**config.mk**
```make
export PLATFORM = sky130hd
export DESIGN_NAME = axis_frame_arb
export DESIGN_NICKNAME = d
export VERILOG_FILES = /design/src/rtl/axis_frame_arb.sv
export SDC_FILE = /design/constraint.sdc
export NUM_CORES = 1
export LEC_CHECK = 0
export CORE_MARGIN = 2
export CORE_UTILIZATION = 30
export DETAILED_ROUTE_END_ITERATION = 10
export PLACE_DENSITY = 0.71
export SLEW_MARGIN = 20
export SYNTH_ARGS = -nofsm -noshare
export SYNTH_HDL_FRONTEND = slang
export SYNTH_SLANG_ARGS = --single-unit
```
**constraint.sdc**
```tcl
create_clock -name clk -period 3.3 [get_ports clk]
set_clock_uncertainty 0.2 [all_clocks]
set_input_delay 0.495 -clock clk [delete_from_list [all_inputs] [get_ports clk]]
set_output_delay 0.495 -clock clk [all_outputs]
set_load 0.02 [all_outputs]
```
**src/rtl/axis_frame_arb.sv**
```systemverilog
// Frame-aware AXI-Stream arbiter: one source owns the sink from its first beat
// until its tlast beat is accepted, behind a single registered output stage.
module axis_frame_arb #(
   parameter int S_COUNT    = 4,
   parameter int DATA_WIDTH = 8,
   parameter int ID_WIDTH   = 8,
   parameter int DEST_WIDTH = 8,
   parameter int USER_WIDTH = 1,
   parameter int ARB_RR     = 1,
   localparam int SEL_W     = $clog2(S_COUNT)
) (
   input  logic                           clk,
   input  logic                           rst_n,
   input  logic [S_COUNT*DATA_WIDTH-1:0]  s_axis_tdata,
   input  logic [S_COUNT-1:0]             s_axis_tvalid,
   output logic [S_COUNT-1:0]             s_axis_tready,
   input  logic [S_COUNT-1:0]             s_axis_tlast,
   input  logic [S_COUNT*ID_WIDTH-1:0]    s_axis_tid,
   input  logic [S_COUNT*DEST_WIDTH-1:0]  s_axis_tdest,
   input  logic [S_COUNT*USER_WIDTH-1:0]  s_axis_tuser,
   output logic [DATA_WIDTH-1:0]          m_axis_tdata,
   output logic                           m_axis_tvalid,
   input  logic                           m_axis_tready,
   output logic                           m_axis_tlast,
   output logic [ID_WIDTH-1:0]            m_axis_tid,
   output logic [DEST_WIDTH-1:0]          m_axis_tdest,
   output logic [USER_WIDTH-1:0]          m_axis_tuser,
   output logic                           grant_valid,
   output logic [SEL_W-1:0]               grant_index
);

   typedef struct packed {
      logic                  last;
      logic [USER_WIDTH-1:0] user;
      logic [DEST_WIDTH-1:0] dest;
      logic [ID_WIDTH-1:0]   id;
      logic [DATA_WIDTH-1:0] data;
   } beat_t;

   typedef enum logic {IDLE, ACTIVE} state_t;

   state_t                    state_q, state_d;
   logic [SEL_W-1:0]          grant_q, rr_ptr_q;
   logic [SEL_W-1:0]          rr_win, fp_win, win, idx;
   logic                      rr_found, grant_load;
   logic                      out_ready, beat_acc;
   beat_t [S_COUNT-1:0]       src_beat;
   beat_t                     sel_beat, out_q;
   logic                      out_vld_q;

   for (genvar i = 0; i < S_COUNT; i++) begin : g_port
      assign src_beat[i].data = s_axis_tdata[i*DATA_WIDTH +: DATA_WIDTH];
      assign src_beat[i].id   = s_axis_tid[i*ID_WIDTH +: ID_WIDTH];
      assign src_beat[i].dest = s_axis_tdest[i*DEST_WIDTH +: DEST_WIDTH];
      assign src_beat[i].user = s_axis_tuser[i*USER_WIDTH +: USER_WIDTH];
      assign src_beat[i].last = s_axis_tlast[i];
      assign s_axis_tready[i] = (state_q == ACTIVE) && (grant_q == SEL_W'(i)) && out_ready;
   end

   // Output register can take a beat when empty or draining this cycle.
   assign out_ready = m_axis_tready || !out_vld_q;
   assign sel_beat  = src_beat[grant_q];
   assign beat_acc  = (state_q == ACTIVE) && s_axis_tvalid[grant_q] && out_ready;

   // Round-robin scans upward from the slot after the last winner.
   always_comb begin
      rr_win   = '0;
      fp_win   = '0;
      rr_found = 1'b0;
      idx      = '0;
      for (int i = S_COUNT-1; i >= 0; i--)
         if (s_axis_tvalid[i]) fp_win = SEL_W'(i);
      for (int k = 1; k <= S_COUNT; k++) begin
         idx = SEL_W'((int'(rr_ptr_q) + k) % S_COUNT);
         if (!rr_found && s_axis_tvalid[idx]) begin
            rr_found = 1'b1;
            rr_win   = idx;
         end
      end
   end

   assign win = (ARB_RR != 0) ? rr_win : fp_win;

   always_comb begin
      state_d    = state_q;
      grant_load = 1'b0;
      case (state_q)
         IDLE: begin
            if (|s_axis_tvalid) begin
               state_d    = ACTIVE;
               grant_load = 1'b1;
            end
         end
         ACTIVE: begin
            if (beat_acc && sel_beat.last) state_d = IDLE;
         end
         default: state_d = IDLE;
      endcase
   end

   always_ff @(posedge clk or negedge rst_n) begin
      if (!rst_n) begin
         state_q   <= IDLE;
         grant_q   <= '0;
         rr_ptr_q  <= SEL_W'(S_COUNT-1);
         out_vld_q <= 1'b0;
         out_q     <= '0;
      end else begin
         state_q <= state_d;
         if (grant_load) begin
            grant_q <= win;
            if (ARB_RR != 0) rr_ptr_q <= win;
         end
         if (beat_acc) begin
            out_q     <= sel_beat;
            out_vld_q <= 1'b1;
         end else if (m_axis_tready) begin
            out_vld_q <= 1'b0;
         end
      end
   end

   assign m_axis_tdata  = out_q.data;
   assign m_axis_tid    = out_q.id;
   assign m_axis_tdest  = out_q.dest;
   assign m_axis_tuser  = out_q.user;
   assign m_axis_tlast  = out_q.last;
   assign m_axis_tvalid = out_vld_q;
   assign grant_valid   = (state_q == ACTIVE);
   assign grant_index   = grant_q;

endmodule

```
==> flow_metrics.tcl <==
set metrics [dict create \
    slowest_delay_ps 630 \
    final_layout_size_suffix_gt1_frac 0.2435 \
    clk_pin_slew_ps 70 \
    finalSetupTns_ps 0 \
    overflow 0 \
    slew_headroom 0.5135 \
    dieArea_sq_mm 0.007539 \
    ios 145 \
    first_global_vias 1868 \
    cts_tree "built" \
    start_util 0.3063 \
    start_kind "input pin" \
    path_common_cell "clkdlybuf4s50_1" \
    final_cells 351 \
    rows 30 \
    rsz0062_at_grt "false" \
    grt_start_max_net_pins 33 \
    wl_per_cell_um 16.19 \
    synth_top_cell_area_share 0.3647 \
    final_common_cell "clkdlybuf4s50_1" \
    final_cell_mix "143 x clkdlybuf4s50_1, 29 x dfrtp_1, 27 x mux4_2" \
    ys_top_cells_by_area "dfrtp_1 36%, mux4_2 30%, mux2_4 14%" \
    yosysTopAreaCell "dfrtp_1" \
    path_buf_inv 2 \
    power_leakage_nw 1.446 \
    cts_hold_buf 0 \
    postCtsResizedCells 0 \
    portBuffers 144 \
    whs_ps 70.10 \
    drc 0 \
    cts_buffers 5 \
    synth-seq-area-share 0.3903 \
    syn_avg_cell_area_sq_um 16.08 \
    clock-root-buffer "clkbuf_8" \
    fin_area_sq_mm 0.003606 \
    cp_num_cells 5 \
    cp_max_fo 5 \
    period_share 0.8745 \
    end_kind "output port" \
    synth_nets 239 \
    ant_nets 0 \
    clk_latency_ps 280 \
    final_nets 381 \
    dp_hpwl_mm 4.459 \
    post_cts_buffers 0 \
    finalSetupViolations 0 \
    chipWidth_um 86.83 \
    viasPerCell 4.912 \
    grt_pass1_wl_mm 9.025 \
    diodes 0 \
    die_h_um 86.83 \
    synthCells 128 \
    antenna_found_initial 0 \
    grt_use_total 0.1549 \
    vias 1724 \
    worstPathArrival_ps 2190 \
    powerDensity_mw_per_mm2 828.7 \
    clock.fmax_ghz 0.3465 \
    ys_types 29 \
    path_cells "clkdlybuf4s50_1, nand2b_1, nand2_1, nor3b_1, clkdlybuf4s50_1" \
    clock_sinks 32 \
    dpl.cell_count 343 \
    period_needed_ps 2886 \
    hold_viol 0 \
    rr_worst_depth 3 \
    cts_buffer_depth 2 \
    ys_warn_count 0 \
    worstHoldPathType "input pin to asynchronous set/reset pin" \
    synth_area_sq_mm 0.002058 \
    cp_data_required_time_ps 2600 \
    core_area_sq_mm 0.006719 \
    drtIter0Drc 42 \
    status "finished, final reports clean" \
    cpLargestDelayFamily "buffers and inverters" \
    max-cap-violations 0 \
    routed_wl_mm 5.682 \
    report.final.slew_viol_count 0 \
    final_util 0.5367 \
    first_pass_iters 3 \
    vdd_drop_max_mv 0.3705 \
    globalplace.congestion 0.7813 \
    path_class "input pin to output port" \
    tightestPinTransition_ps 729.8 \
    ys_seq_elements 32 \
    critPathSlowestCell "clkdlybuf4s50_1" \
    area_delta_synth_final_pct 75.20 \
    placed_cell_area_sq_mm 0.003526 \
    htree_levels 2 \
]
per-stage QoR:
stage / setup slack [ps] / total power [mW]
3_5_place_dp: 410.2 / 2.746
3_3_place_gp: 466.1 / 2.704
2_1_floorplan: 1147 / 2.080
6_report: 414.1 / 2.988
4_1_cts: 406.3 / 3.048
5_1_grt: 306.9 / 3.191
cell usage after synthesis:
cell type / n
a211oi_1: 1
a21boi_0: 1
a21o_1: 3
a21oi_1: 2
a22oi_1: 1
a31oi_1: 1
and4_1: 1
buf_12: 2
buf_2: 3
buf_6: 1
clkbuf_1: 5
dfrtp_1: 30
dfstp_2: 2
inv_1: 2
mux2_2: 7
mux2_4: 19
mux4_2: 27
nand2_1: 6
nand2b_1: 2
nand3_4: 1
nand4_1: 1
nor2_1: 2
nor2b_1: 1
nor3_1: 1
nor3b_1: 2
nor4_1: 1
o211ai_1: 1
o21a_1: 1
or2_2: 1
cell families (layout without fill, tap and decap cells):
kind of cell           count (synthesis)  in the layout  share of synthesized area
flip-flops                            32             32                     0.3903
buffers and inverters                 13            156                    0.04499
multiplexers                          53             53                     0.4723
AND/OR/NAND/NOR                       19             19                    0.05532
AO/OA/AOI/OAI                         11             11                    0.03709
cell type report:
class                   count  area [sq um]
fillers                   600          3113
repair buffers            146          1451
multi-input cells          83          1162
flip-flops and latches     32         804.5
well taps                  80         100.1
clock buffers               8         80.08
inverters                   2         7.507
state kept, by name, indices dropped and copies added, names as in the netlist:
signal	flops
m_axis_tid	8
grant_index	2
rr_ptr_q	2
m_axis_tdest	8
m_axis_tlast	1
m_axis_tuser	1
grant_valid	1
m_axis_tdata	8
m_axis_tvalid	1
worst paths after layout:
path                                            start  slack (ps)                           to
setup reg to reg           grant_index[1]$_DFFE_PN0P_         930    m_axis_tid[5]$_DFFE_PN0P_
setup / recovery                        m_axis_tready         410             s_axis_tready[2]
max in group asynchronous                       rst_n        2310   grant_index[0]$_DFFE_PN0P_
min in group clk             m_axis_tlast$_DFFE_PN0P_         280     m_axis_tlast$_DFFE_PN0P_
hold / removal                                  rst_n          70  m_axis_tdata[3]$_DFFE_PN0P_
hold reg to reg              m_axis_tlast$_DFFE_PN0P_         280     m_axis_tlast$_DFFE_PN0P_
layer usage:
metal  track usage  share of wire  vias to the layer above
met5             0              0                        -
met3       0.04095          0.075                        5
met4       0.04403          0.012                        0
met2        0.2727           0.52                       85
li1              -              -                      795
met1        0.1853           0.39                      839
report_power, final:
part / leakage (nW) / switching (mW) / internal, mW
Clock: 0.0395 / 0.133 / 0.150
Combinational: 1.04 / 0.746 / 1.15
Sequential: 0.371 / 0.194 / 0.611
Note: power is estimated with default switching activity, not from simulation.
